### src/rtl/mcs4_ram_master.sv
// MCS-4 RAM bus initiator: turns host requests into SRC + I/O-RAM instruction cycles.
// Optional MCS4_SRC_CACHE_EN skips the SRC cycle when the address matches the last one sent.
module mcs4_ram_master #(
  parameter logic [2:0] SRC_PAIR = 3'd0
) (
  input  logic       clk,
  input  logic       rst_n,
  input  logic       req_valid,
  output logic       req_ready,
  input  logic [3:0] req_opa,
  input  logic [7:0] req_addr,
  input  logic [3:0] req_wdata,
  output logic       rsp_valid,
  output logic [3:0] rsp_data,
  output logic       sync,
  output logic       cm_ram,
  output logic [3:0] dbus_out,
  input  logic [3:0] dbus_in
);

  typedef enum logic [1:0] {IDLE, PEND, SRC, IO} state_t;

  localparam logic [2:0] PH_M1 = 3'd3;
  localparam logic [2:0] PH_M2 = 3'd4;
  localparam logic [2:0] PH_X2 = 3'd6;
  localparam logic [2:0] PH_X3 = 3'd7;

  state_t     state_reg, state_next, issue_state;
  logic [2:0] cyc_reg, cyc_next;
  logic [7:0] addr_reg, addr_next;
  logic [3:0] opa_reg, opa_next;
  logic [3:0] wdata_reg, wdata_next;
  logic       accept, at_x3;
  logic       sync_next, cm_next;
  logic [3:0] dbus_next;

  function automatic logic is_read(input logic [3:0] opa);
    return (opa == 4'h8) || (opa == 4'h9) || (opa >= 4'hB);
  endfunction

`ifdef MCS4_SRC_CACHE_EN
  logic       cache_valid_reg;
  logic [7:0] cache_addr_reg;
  assign issue_state = (cache_valid_reg && (addr_next == cache_addr_reg)) ? IO : SRC;
`else
  assign issue_state = SRC;
`endif

  assign at_x3     = (cyc_reg == PH_X3);
  assign req_ready = rst_n && ((state_reg == IDLE) || ((state_reg == IO) && at_x3));
  assign accept    = req_valid && req_ready;
  assign cyc_next  = cyc_reg + 3'd1;

  always_comb begin
    addr_next  = accept ? req_addr  : addr_reg;
    opa_next   = accept ? req_opa   : opa_reg;
    wdata_next = accept ? req_wdata : wdata_reg;

    state_next = state_reg;
    unique case (state_reg)
      IDLE:    if (accept) state_next = at_x3 ? issue_state : PEND;
      PEND:    if (at_x3) state_next = issue_state;
      SRC:     if (at_x3) state_next = IO;
      IO:      if (at_x3) state_next = accept ? issue_state : IDLE;
      default: state_next = IDLE;
    endcase

    // Outputs are decoded one phase ahead so the registered value lines up with cyc.
    sync_next = (cyc_next == PH_X3);
    cm_next   = 1'b0;
    dbus_next = 4'h0;
    if (state_next == SRC) begin
      unique case (cyc_next)
        PH_M1: dbus_next = 4'h2;
        PH_M2: dbus_next = {SRC_PAIR, 1'b1};
        PH_X2: begin
          dbus_next = addr_next[7:4];
          cm_next   = 1'b1;
        end
        PH_X3: dbus_next = addr_next[3:0];
        default: dbus_next = 4'h0;
      endcase
    end else if (state_next == IO) begin
      unique case (cyc_next)
        PH_M1: dbus_next = 4'hE;
        PH_M2: begin
          dbus_next = opa_next;
          cm_next   = 1'b1;
        end
        PH_X2: dbus_next = is_read(opa_next) ? 4'h0 : wdata_next;
        default: dbus_next = 4'h0;
      endcase
    end
  end

  always_ff @(posedge clk or negedge rst_n) begin
    if (!rst_n) begin
      state_reg <= IDLE;
      cyc_reg   <= 3'd6;
      addr_reg  <= 8'h00;
      opa_reg   <= 4'h0;
      wdata_reg <= 4'h0;
      sync      <= 1'b0;
      cm_ram    <= 1'b0;
      dbus_out  <= 4'h0;
      rsp_valid <= 1'b0;
      rsp_data  <= 4'h0;
`ifdef MCS4_SRC_CACHE_EN
      cache_valid_reg <= 1'b0;
      cache_addr_reg  <= 8'h00;
`endif
    end else begin
      state_reg <= state_next;
      cyc_reg   <= cyc_next;
      addr_reg  <= addr_next;
      opa_reg   <= opa_next;
      wdata_reg <= wdata_next;
      sync      <= sync_next;
      cm_ram    <= cm_next;
      dbus_out  <= dbus_next;
      rsp_valid <= (state_reg == IO) && (cyc_reg == PH_X2) && is_read(opa_reg);
      if ((state_reg == IO) && (cyc_reg == PH_X2) && is_read(opa_reg)) begin
        rsp_data <= dbus_in;
      end
`ifdef MCS4_SRC_CACHE_EN
      if (at_x3 && (state_next == SRC)) begin
        cache_valid_reg <= 1'b1;
        cache_addr_reg  <= addr_next;
      end
`endif
    end
  end

endmodule

### config.mk
export PLATFORM = sky130hd
export DESIGN_NAME = mcs4_ram_master
export DESIGN_NICKNAME = d
export VERILOG_FILES = /design/src/rtl/mcs4_ram_master.sv
export SDC_FILE = /design/constraint.sdc
export NUM_CORES = 1
export LEC_CHECK = 0
export ABC_AREA = 1
export CAP_MARGIN = 0
export CORE_UTILIZATION = 50
export DETAILED_ROUTE_END_ITERATION = 8
export PLACE_DENSITY = 0.87
export SLEW_MARGIN = 10
export SYNTH_ARGS = -nofsm -noshare
export SYNTH_HDL_FRONTEND = slang
export SYNTH_SLANG_ARGS = --single-unit
### constraint.sdc
create_clock -name clk -period 2.2 [get_ports clk]
set_input_delay 0.33 -clock clk [delete_from_list [all_inputs] [get_ports clk]]
set_output_delay 0.33 -clock clk [all_outputs]
set_load 0.05 [all_outputs]
==> run metrics, run 1 <==
clock share of power 20.0%; CP Cell Sequence ha_2 -> ha_4 -> nand3_2 -> nand2_4 -> and2_1 -> buf_12; Hold Path Depth 2; Worst EP arrival 1800 ps; Reg power frac 39.8%; number of flip-flops in the largest register 8; final worst path period need 2130 ps; CTS Buf Count 5; slew margin rel. 66.8%; Post-Place Cell Area 2000 µm²; final worst-path cycle share 97.0%; top routing layer used met4; main flop type after synthesis dfrtp_1; nets 266; Routed WL 3130 µm; Ant. Diodes 0; Avg Inst Size Synth 8.07 µm²; endpoints failing setup 0; worst endpoint required time 1870 ps; Max Clk Rate 468 MHz; io pins 35; Worst Setup Start Kind register; reg2reg path depth 12; core area 3030 µm²; CP Class register to primary output; Static Leak 1.08 nW; Post-synth EDFFs 0; Die W 58.4 µm; IO Port Bufs 34; worst hold-check path type register to register; metal3 WL 173 µm; DR pass1 iterations 4; post-synthesis sequential area ratio 50.5%; Yosys top cell area share 47.2%; FFs w/ async S/R, synth 100%; Initial Utilization 52.5%; most frequent cells in the layout nand2_1 (72), inv_1 (36), clkdlybuf4s50_1 (33), dfrtp_1 (30), o21ai_1 (10); drt wl/cell 11.1 µm; Net Switching 0.828 mW; yosys warns 0; reg2reg end dbus_out[3]$_DFF_PN0_; Final HPWL DP 2340 µm; GRT Util Overall 21.9%; Gate Count Post-Synth 197; Int Power 1.35 mW; Final Skew 12.6 ps; logic gate share of total power 40.1%; most common cell after layout, fill and taps aside nand2_1; gr ovfl total 0; Worst-Margin Slew 497 ps; Synth area leaders dfrtp_1 (47%), nand2_1 (17%), inv_1 (8.5%), ha_1 (3.9%), dfstp_2 (3.3%); die area 3410 µm²; clk_lat worst skew 340 ps; DRT iter0 DRCs 32; Max Cap Violations 0; crit end category primary output; Root Buffer clkbuf_4; CTS tree built; syn nets 225; synthesized area 1590 µm²; Filler cells 234; CP Max Fanout 6; Final ANT Viol Nets 0; final slew viol count 0; Peak VDD IR 0.541 mV; # DRC 0; slowest stage cell, crit path dfstp_2; via count 1307; clock-pin slew on the worst setup and hold paths 90 ps; total clock sinks 32; initial antenna violation count 0; Worst R2R Start cyc_reg[1]$_DFF_PN1_; first-pass GRT wire length 5480 µm; met1 WL 1360 µm; H-tree levels 2; DR vias/cell 4.62; cell row count 20; WL met2 1540 µm; setup_tns 0 ps; RePlAce Congestion 0.842; sink of the worst hold path rsp_data[1]$_DFFE_PN0P_; Worst path max stage delay 570 ps; Synth cell types 25; chip height 58.4 µm; vias in the first global route 1285; reg2reg setup slack 140 ps; Design Area, Final 2110 µm²; largest net degree at the start of global routing 21; register bit total from synthesis 32; outcome complete, no violations; Clock Tree Buf Depth 2; Net Sw Frac 38.1%; biggest area consumer among synthesized cells dfrtp_1; Final Hold Fails 0; total setup buffers inserted after CTS 0; worst setup margin 65.2 ps; Post-Place Setup Slack 107 ps; hold_sp rsp_data[1]$_DFFE_PN0P_; area delta synth->final 32.7%; Pwr Density 1030 nW/µm²; share of cells above drive strength 1 13.8%
[synthesized netlist by cell type, types with 3 or more instances]
cell / count
nand2_1: 72
inv_1: 36
dfrtp_1: 30
o21ai_1: 9
ha_1: 5
nand2_2: 5
nand3_1: 5
nor2_1: 5
inv_2: 3
nand3_2: 3
nand4_1: 3
o21a_1: 3
o21ai_0: 3
[power groups by stage]
stage / registers (mW) / logic [mW] / clock network [mW]
2_1_floorplan: 0.977 / 0.495 / 0
3_3_place_gp: 0.870 / 0.829 / 0
3_5_place_dp: 0.879 / 0.854 / 0
4_1_cts: 0.866 / 0.859 / 0.441
5_1_grt: 0.886 / 0.972 / 0.464
6_report: 0.865 / 0.872 / 0.435
[final cells by class]
cell class | count | area (µm²) | share of cell area, %
Tap cell | 44 | 55.1 | 2.61
Sequential cell | 32 | 803 | 38.1
Multi-Input combinational cell | 122 | 646 | 30.6
Clock inverter | 2 | 35.0 | 1.66
Inverter | 39 | 146 | 6.94
Clock buffer | 6 | 41.3 | 1.96
Timing Repair Buffer | 38 | 384 | 18.2
[layer usage]
metal  up-vias  GRT usage (%)
li1        674              -
met4         0           8.16
met1       588           25.5
met5         -              0
met2        36           37.8
met3         9           6.81
[critical path: cells and delay by family, from the launching register on]
kind,cells,cell delay (ps)
flip-flops,1,570
adder cells (fa/ha/maj),2,380
AND/OR/NAND/NOR,3,380
buffers and inverters,1,140
[how the worst max path moves through the flow]
stage                               from               endpoint  slack [ps]  cells after the start
floorplan           cyc_reg[1]$_DFF_PN1_  dbus_out[0]$_DFF_PN0_         350                     12
global placement    cyc_reg[1]$_DFF_PN1_  dbus_out[0]$_DFF_PN0_         170                     12
detailed placement  cyc_reg[1]$_DFF_PN1_  dbus_out[3]$_DFF_PN0_         110                     12
CTS                 cyc_reg[1]$_DFF_PN1_              req_ready          30                      6
global route        cyc_reg[1]$_DFF_PN1_              req_ready          -3                      6
finish              cyc_reg[1]$_DFF_PN1_              req_ready          70                      6
[cell families after synthesis]
logic type | Yosys count | synth area share (%)
AOI/OAI and AO/OA | 17 | 6.29
buffers and inverters | 43 | 10.8
and+or+nand+nor | 100 | 28.5
adders and majority gates | 5 | 3.93
DFF | 32 | 50.5
[stage by stage]
step / util, % / cells / hold WS (ps) / total power [mW]
final: 69.7 / 283 / 479 / 2.17
after global routing: 69.7 / 283 / 488 / 2.32
after CTS: 68.6 / 283 / 484 / 2.17
after detailed placement: 66.1 / 275 / 460 / 1.73
after global placement: 66.1 / 275 / 456 / 1.70
after floorplan: - / 197 / 34.4 / 1.47
[what timing repair did]
action                     in CTS  in global routing
resized for setup               0                  7
hold buffers                    0                  0
setup endpoints to repair       0                  6
hold endpoints to repair        0                  0
Power figures use the tool's default switching activity.
==> inputs of run 2 (changes only) <==
CORE_UTILIZATION = 52   (was 50)
CTS_BUF_LIST = sky130_fd_sc_hd__clkbuf_4 sky130_fd_sc_hd__clkbuf_8   (was unset)
PLACE_DENSITY = 0.9   (was 0.87)
==> run 2 against run 1 <==
Net effect:
- the run now ends with DRC left
- first-iteration DRC count is 75% higher
- critical path depth is the same
- sequential share of layout area decreased by 0.11 points
- die area is 3.7% lower
- clock skew decreased by 5.6 ps
- wire length grew 1.6%
- critical path type unchanged
- critical endpoint unchanged
- largest power group unchanged
==> run metrics, run 2 (synthesis gave the netlist of run 1 again) <==
Final HPWL DP 2360 µm; area delta synth->final 33.1%; met1 Use GR 26.3%; Worst EP arrival 1720 ps; Root Buffer clkbuf_4; CP Class register to primary output; Routed WL 3180 µm; Hold Path Depth 2; Final Skew 7.04 ps; DR pass1 iterations 6; cell row count 19; initial antenna violation count 0; slew margin rel. 65.8%; io pins 35; reg2reg setup slack 180 ps; Crit path top cell by count ha_4; failing checks DRC; IO Port Bufs 34; CP Max Fanout 6; CP startpoint cyc_reg[1]$_DFF_PN1_; CTS tree built; sink of the worst hold path rsp_data[0]$_DFFE_PN0P_; Post-Place Cell Area 1980 µm²; DR vias/cell 4.89; Initial Utilization 56.2%; most frequent cells in the layout nand2_1 (72), inv_1 (36), clkdlybuf4s50_1 (33), dfrtp_1 (30), o21ai_1 (10); vias in the first global route 1278; largest net degree at the start of global routing 19; routing usage on met3 4.99%; RSZ-0062 raised after global routing no; drt wl/cell 11.7 µm; Ant. Diodes 0; Static Leak 1.10 nW; H-tree levels 2; Die W 57.3 µm; CP Cell Sequence ha_4 -> ha_4 -> nand3_2 -> nand2_4 -> and2_1 -> buf_12; Fin Hold WS 483 ps; Pwr Density 998 nW/µm²; die area 3280 µm²; GRT Util Overall 21.5%; Max Cap Violations 0; Peak VDD IR 0.628 mV; DRT iter0 DRCs 56; endpoints failing setup 0; worst hold-check path type register to register; Worst path max stage delay 590 ps; Worst Setup Start Kind register; Max Clk Rate 488 MHz; Final Hold Fails 0; Design Area, Final 2120 µm²; number of flip-flops in the largest register 8; Filler cells 204; total clock sinks 32; share of cells above drive strength 1 15.3%; hold buffer count at cts 0; via count 1336; Clock Tree Buf Depth 2; worst endpoint required time 1870 ps; first-pass GRT wire length 5330 µm; Final ANT Viol Nets 0; gr ovfl total 0; CTS Buf Count 5; busiest layer in global routing met2; hold_sp rsp_data[0]$_DFFE_PN0P_; grt met2 use 36.0%; Worst-Margin Slew 511 ps; slowest stage cell, crit path dfstp_2; nets 269; reg2reg path depth 14; final slew viol count 0; # DRC 4; reg2reg end dbus_out[3]$_DFF_PN0_; RePlAce Congestion 0.826; most common cell after layout, fill and taps aside nand2_1; Worst R2R Start cyc_reg[1]$_DFF_PN1_; outcome finished, violations left; chip height 57.3 µm; final worst path period need 2050 ps; clock-pin slew on the worst setup and hold paths 90 ps; final worst-path cycle share 93.1%; clk_lat worst skew 320 ps; core area 2830 µm²; setup_tns 0 ps; crit end category primary output
[run 2: where the power goes]
| group | total, mW | switching [mW] | internal, mW | leakage [nW] |
|---|---|---|---|---|
| combinational | 0.886 | 0.555 | 0.330 | 0.674 |
| clock | 0.362 | 0.180 | 0.182 | 0.0394 |
| sequential | 0.865 | 0.0802 | 0.785 | 0.384 |
[run 2: worst max-delay path by stage]
stage,slack (ps),end,depth (start not counted)
after CTS,30,req_ready,6
after floorplan,350,dbus_out[0]$_DFF_PN0_,12
after global placement,100,dbus_out[2]$_DFF_PN0_,12
final,150,req_ready,6
after detailed placement,8,dbus_out[0]$_DFF_PN0_,12
after global routing,20,dbus_out[1]$_DFF_PN0_,12
[run 2: routing by layer]
metal | up-vias | share of wire, %
li1 | 679 | -
met1 | 595 | 42
met2 | 46 | 50
met3 | 16 | 4.9
met4 | 0 | 3.4
met5 | - | 0
[run 2: stage by stage]
| step | setup slack [ps] | utilization (%) | cells | total power, mW |
|---|---|---|---|---|
| after detailed placement | 8.49 | 69.9 | 261 | 1.73 |
| after CTS | 29.4 | 73.0 | 272 | 2.11 |
| after floorplan | 348 | - | 197 | 1.47 |
| after global placement | 100 | 69.9 | 261 | 1.70 |
| after global routing | 19.3 | 74.8 | 273 | 2.27 |
| final | 151 | 74.8 | 273 | 2.11 |
[run 2: area by class of cell]
type	count	area [µm²]	area share, %
inverter	39	146	6.91
timing repair buffer	41	407	19.2
multi-input combinational	122	656	31.0
tap	31	38.8	1.83
clock buffer	8	66.3	3.13
sequential	32	803	37.9
[run 2: what timing repair did]
item	4_1_cts	5_1_grt
setup buffers	3	1
cloned	0	0
endpoints found under the setup margin	4	6
gates resized for setup	0	8
[run 2: worst max-delay path, delay by kind of cell (launching register included)]
kind / cells / cell delay [ps]
buffers and inverters: 1 / 140
adder cells (fa/ha/maj): 2 / 300
AND/OR/NAND/NOR: 3 / 370
flip-flops: 1 / 590
==> inputs of run 3 (changes only) <==
CTS_CLUSTER_DIAMETER = 60   (was unset)
==> results of run 3 <==
Final layout, timing and power as in run 2 (identical DEF).
